**src/rtl/multi_7_seg_scan.sv**
```systemverilog
// Time-multiplexed driver for NUM_DIGITS 7-segment digits with shadow load, leading-zero blanking and blink.
// Latency: one cycle from load/state change to outputs; no backpressure (free-running scan).
module multi_7_seg_scan #(
    parameter int NUM_DIGITS     = 4,
    parameter int SCAN_DIV       = 1000,
    parameter int BLINK_FRAMES   = 64,
    parameter bit SEG_ACTIVE_LOW = 1'b0,
    parameter bit AN_ACTIVE_LOW  = 1'b0
) (
    input  logic                    clk_i,
    input  logic                    rst_ni,
    input  logic [4*NUM_DIGITS-1:0] digits_i,
    input  logic                    load_i,
    input  logic                    lzb_en_i,
    input  logic                    blink_en_i,
    output logic [6:0]              seg_o,
    output logic [NUM_DIGITS-1:0]   an_o
);

    localparam int CNT_W  = $clog2(SCAN_DIV);
    localparam int IDX_W  = (NUM_DIGITS > 1) ? $clog2(NUM_DIGITS) : 1;
    localparam int FCNT_W = (BLINK_FRAMES > 1) ? $clog2(BLINK_FRAMES) : 1;

    localparam logic [CNT_W-1:0]      CNT_LAST  = CNT_W'(SCAN_DIV - 1);
    localparam logic [IDX_W-1:0]      IDX_LAST  = IDX_W'(NUM_DIGITS - 1);
    localparam logic [FCNT_W-1:0]     FCNT_LAST = FCNT_W'(BLINK_FRAMES - 1);
    localparam logic [6:0]            SEG_POL   = {7{SEG_ACTIVE_LOW}};
    localparam logic [NUM_DIGITS-1:0] AN_POL    = {NUM_DIGITS{AN_ACTIVE_LOW}};

    logic [CNT_W-1:0]        cnt_q, cnt_d;
    logic [IDX_W-1:0]        idx_q, idx_d;
    logic [FCNT_W-1:0]       fcnt_q, fcnt_d;
    logic                    ph_q, ph_d;
    logic [4*NUM_DIGITS-1:0] shadow_q, shadow_d;
    logic [6:0]              seg_q, seg_d;
    logic [NUM_DIGITS-1:0]   an_q, an_d;

    logic       slot_end;
    logic       frame_end;
    logic       zero_run;
    logic [3:0] sel_nib;
    logic       sel_blank;

    function automatic logic [6:0] decode(input logic [3:0] nib);
        logic [6:0] s;
        case (nib)
            4'd0:    s = 7'h3F;
            4'd1:    s = 7'h06;
            4'd2:    s = 7'h5B;
            4'd3:    s = 7'h4F;
            4'd4:    s = 7'h66;
            4'd5:    s = 7'h6D;
            4'd6:    s = 7'h7D;
            4'd7:    s = 7'h07;
            4'd8:    s = 7'h7F;
            4'd9:    s = 7'h6F;
            default: s = 7'h40;
        endcase
        return s;
    endfunction

    always_comb begin
        slot_end  = (cnt_q == CNT_LAST);
        frame_end = slot_end && (idx_q == IDX_LAST);
        cnt_d     = slot_end ? '0 : cnt_q + 1'b1;
        idx_d     = idx_q;
        if (slot_end) begin
            idx_d = (idx_q == IDX_LAST) ? '0 : idx_q + 1'b1;
        end

        fcnt_d = fcnt_q;
        ph_d   = ph_q;
        if (!blink_en_i) begin
            fcnt_d = '0;
            ph_d   = 1'b1;
        end else if (frame_end) begin
            if (fcnt_q == FCNT_LAST) begin
                fcnt_d = '0;
                ph_d   = ~ph_q;
            end else begin
                fcnt_d = fcnt_q + 1'b1;
            end
        end

        shadow_d = load_i ? digits_i : shadow_q;
    end

    // Outputs are built from the post-edge state so a load shows up one cycle later.
    always_comb begin
        zero_run  = 1'b1;
        sel_nib   = '0;
        sel_blank = 1'b0;
        an_d      = '0;
        seg_d     = '0;
        for (int k = NUM_DIGITS - 1; k >= 0; k--) begin
            zero_run = zero_run & (shadow_d[4*k +: 4] == 4'd0);
            if (idx_d == IDX_W'(k)) begin
                sel_nib   = shadow_d[4*k +: 4];
                sel_blank = zero_run && (k != 0);
            end
        end
        if ((cnt_d != '0) && ph_d) begin
            for (int k = 0; k < NUM_DIGITS; k++) begin
                an_d[k] = (idx_d == IDX_W'(k));
            end
            seg_d = (lzb_en_i && sel_blank) ? 7'h00 : decode(sel_nib);
        end
    end

    always_ff @(posedge clk_i) begin
        if (!rst_ni) begin
            cnt_q    <= '0;
            idx_q    <= '0;
            fcnt_q   <= '0;
            ph_q     <= 1'b1;
            shadow_q <= '0;
            seg_q    <= SEG_POL;
            an_q     <= AN_POL;
        end else begin
            cnt_q    <= cnt_d;
            idx_q    <= idx_d;
            fcnt_q   <= fcnt_d;
            ph_q     <= ph_d;
            shadow_q <= shadow_d;
            seg_q    <= seg_d ^ SEG_POL;
            an_q     <= an_d ^ AN_POL;
        end
    end

    assign seg_o = seg_q;
    assign an_o  = an_q;

endmodule
```
**config.mk**
```make
export PLATFORM = sky130hd
export DESIGN_NAME = multi_7_seg_scan
export DESIGN_NICKNAME = d
export VERILOG_FILES = /design/src/rtl/multi_7_seg_scan.sv
export SDC_FILE = /design/constraint.sdc
export NUM_CORES = 1
export LEC_CHECK = 0
export ABC_AREA = 1
export CAP_MARGIN = 20
export CORE_MARGIN = 4
export CORE_UTILIZATION = 40
export CTS_CLUSTER_DIAMETER = 200
export CTS_CLUSTER_SIZE = 24
export DETAILED_ROUTE_END_ITERATION = 6
export GPL_TIMING_DRIVEN = 0
export SYNTH_ARGS = -nofsm -noshare
export SYNTH_HDL_FRONTEND = slang
export SYNTH_SLANG_ARGS = --single-unit
export TNS_END_PERCENT = 20
```
**constraint.sdc**
```tcl
create_clock -name clk_i -period 2.26 [get_ports clk_i]
set_input_delay 0.678 -clock clk_i [delete_from_list [all_inputs] [get_ports clk_i]]
set_output_delay 0.678 -clock clk_i [all_outputs]
set_load 0.05 [all_outputs]
```
==> run metrics <==
status complete, but fails checks; failing checks negative setup slack; vias in the first global route between 1500 and 2000; area grow syn2layout 33.6%; PD cells about 520 nW/µm²; Synth Area in Adders 4.77%; RSZ-0062 raised after global routing true; nets@finish around 420; Iteration-0 DRC Markers 53; hold path cells 2; Die Height around 85 µm; routed wire length ~5.2 mm; final RePlAce weighted congestion 0.848; startpoint types flop; share of cells above drive strength 1 between 10% and 20%; drt first pass iters 6; Synth Area in Simple Gates 37.0%; R2R Setup Slk -0.02 ns; Hold Path Class reg2reg; post-route cell area about 3200 µm²; first-pass GRT wire length approximately 8.6 mm; mux cell area share after synthesis 2.12%; total CTS buffers 5; Final Core Density 56.2%; maximum vdd ir drop ~0.0003 V; fmax approximately 440 MHz; Critical Path RT approximately 2.5 ns; Vias between 2000 and 2500; CTS Sinks 46; cts hold-fix bufs 0; normalized max-slew margin approximately 64%; initial antenna violation count 0; setup tns final -0.0222 ns; Yosys warning count 0; Reg clk slew, reported paths around 0.080 ns; Post-Place Cells 437; number of max-cap violations 0; Max Slew Vio Count 0; final worst path period need between 2 and 2.5 ns; Worst Setup End Kind flop; XOR/XNOR Fraction of Synth Area around 1.5%; sink of the worst hold path fcnt_q[1]$_SDFFE_PN0N_; hold path start fcnt_q[1]$_SDFFE_PN0N_; H-tree lvl count 2; HPWL after DPL ~3.8 mm; core area around 5600 µm²; CTS tree done; Layout Cells excl Fill 466; Synth area leaders dfxtp_1, nand2_1, nor2_1; depth of the most critical reg-to-reg path 18; Yosys top cell by area dfxtp_1; Initial Util 42.1%; Die Area about 7200 µm²; GRT Util Overall between 10% and 20%; Critical R2R Launch cnt_q[0]$_SDFF_PN0_; static leakage 1.45 nW; skew final 0.00597 ns; r2r endpoint seg_o[4]$_SDFF_PP0_; root buffer cell clkbuf_8; Hold Fails Final Rpt 0; kind of critical path reg2reg; final hold slack 0.491 ns; Mapped Area around 2400 µm²; setup ws final -0.0222 ns; Tightest Pin Transition between 0.5 and 0.6 ns; crit path DAT 2.48 ns; Post-Synthesis Cells between 300 and 400; setup violators final 1; largest net degree at the start of global routing 14; antenna-violating nets left 0; I/O Buffers 29; Tcrit/Tclk final 101%; Antenna Cells 0; net count after synthesis about 370; # rows 27; Horiz. Die Dim 84.8 µm; Skew-Pair Late Insertion Delay about 0.29 ns; register area share after synthesis 39.0%; Avg Synthesized Cell Area 7.02 µm²; unique cell type count in the Yosys netlist 31; Clock Tree Buf Depth 2; routed vias/inst around 4.7; Overflow after GRT 0; Synth Area in Compound Gates under 10%; I/O pin count 32; Seq cells post-synth between 40 and 50; worst-path maximum fanout 5; DR DRC count 0; Avg WL per Cell approximately 11 µm; Post-DP Area ~2800 µm²; largest family of logic cells by synthesized area simple AND/OR/NAND/NOR gates; post-synth top area share between 30 and 40%
==> metal layers <==
| metal | GRT usage (%) | vias up | share of wire (%) |
|---|---|---|---|
| met3 | 3.83 | 13 | 3.3 |
| met4 | 5.76 | 0 | 2.1 |
| met2 | 22.3 | 39 | 44 |
| met5 | 0 | - | 0 |
| li1 | - | 1185 | - |
| met1 | 19.2 | 948 | 51 |
==> Yosys cell counts, drive strengths merged <==
library cell,n
a21oi,10
and3,1
buf,4
clkbuf,3
clkinv,1
dfxtp,46
ha,9
inv,50
mux2i,5
nand2,78
nand3,38
nand3b,3
nand4,8
nor2,54
nor3,2
nor3b,2
o21a,1
o21ai,15
o21bai,1
or2,1
xnor2,1
xor2,3
==> final cells by class <==
| cell class | instances | area (µm²) |
|---|---|---|
| fill | 561 | 2450 |
| multi-input combinational | 233 | 1350 |
| sequential | 46 | 933 |
| timing repair buffer | 50 | 455 |
| inverter | 51 | 196 |
| tap | 72 | 90.1 |
| clock buffer | 6 | 72.6 |
| buffer | 7 | 43.8 |
| clock inverter | 1 | 7.51 |
==> worst max path at each step <==
stage / end / cells past startpoint / slack [ns] / startpoint
after global placement: seg_o[3]$_SDFF_PP0_ / 18 / -0.29 / cnt_q[0]$_SDFF_PN0_
after detailed placement: seg_o[3]$_SDFF_PP0_ / 18 / -0.33 / cnt_q[0]$_SDFF_PN0_
final: seg_o[4]$_SDFF_PP0_ / 18 / -0.02 / cnt_q[0]$_SDFF_PN0_
after global routing: seg_o[3]$_SDFF_PP0_ / 17 / -0.14 / cnt_q[0]$_SDFF_PN0_
after CTS: seg_o[0]$_SDFF_PP0_ / 17 / 0.0008 / cnt_q[0]$_SDFF_PN0_
after floorplan: seg_o[3]$_SDFF_PP0_ / 14 / 0.01 / load_i
==> per-stage QoR <==
step           setup WS [ns]  power (W)
2_1_floorplan         0.0117    0.00105
3_3_place_gp          -0.292    0.00114
3_5_place_dp          -0.328    0.00114
4_1_cts             0.000781    0.00163
5_1_grt               -0.138    0.00173
6_report             -0.0222    0.00164
==> placed cells by master, fill, tap and decap left out, types with 3 or more instances in the layout <==
| master | Yosys | routed |
|---|---|---|
| buf_4 | 0 | 20 |
| nand2_2 | 7 | 7 |
| dfxtp_2 | 0 | 4 |
| nand3b_1 | 3 | 3 |
| o21ai_0 | 14 | 13 |
| nor2_4 | 1 | 3 |
| clkdlybuf4s50_1 | 0 | 29 |
| nand3_1 | 35 | 30 |
| xor2_1 | 3 | 3 |
| nand2_4 | 2 | 4 |
| clkbuf_8 | 0 | 5 |
| nor2_1 | 50 | 48 |
| inv_1 | 47 | 45 |
| clkbuf_1 | 3 | 4 |
| mux2i_1 | 5 | 4 |
| ha_1 | 9 | 6 |
| nand3_2 | 3 | 8 |
| ha_4 | 0 | 3 |
| nand4_1 | 8 | 8 |
| inv_2 | 3 | 3 |
| dfxtp_1 | 46 | 40 |
| a21oi_1 | 10 | 8 |
| nand2_1 | 69 | 66 |
==> state kept, by name, summed over array words and instances (netlist names) <==
register	count
ph_q	1
cnt_q	10
idx_q	2
fcnt_q	6
an_o	4
shadow_q	16
seg_o	7
==> repair_timing <==
action                     in CTS  in global routing
cloned                          1                  0
setup endpoints to repair       7                  7
setup buffers                   4                 17
gates resized for setup        16                 23
pin swaps                       4                 15
==> cells by family after synthesis <==
kind of cell             after synthesis
AO/OA/AOI/OAI                         27
flip-flops                            46
buffers and inverters                 58
adder cells (fa/ha/maj)                9
AND/OR/NAND/NOR                      187
XOR/XNOR                               4
multiplexers                           5
==> critical path: stages, from the launching register on <==
cell and delay (ns):
dfxtp_4 0.36, ha_4 0.17, nand2_4 0.08, nor2_4 0.05, buf_6 0.12, nand3b_1 0.21
nand2_8 0.11, nor2_4 0.13, nand2_1 0.06, nand2_1 0.08, nand2_1 0.07, nand2_2 0.12
inv_4 0.05, buf_4 0.14, ha_1 0.18, nand3_1 0.08, nand3_1 0.08, nand2_1 0.08
inv_1 0.03
==> power by group <==
group	switching (W)	internal (W)
combinational	0.000178	0.000126
sequential	0.0000123	0.000846
clock	0.000264	0.000212
Power figures use the tool's default switching activity.
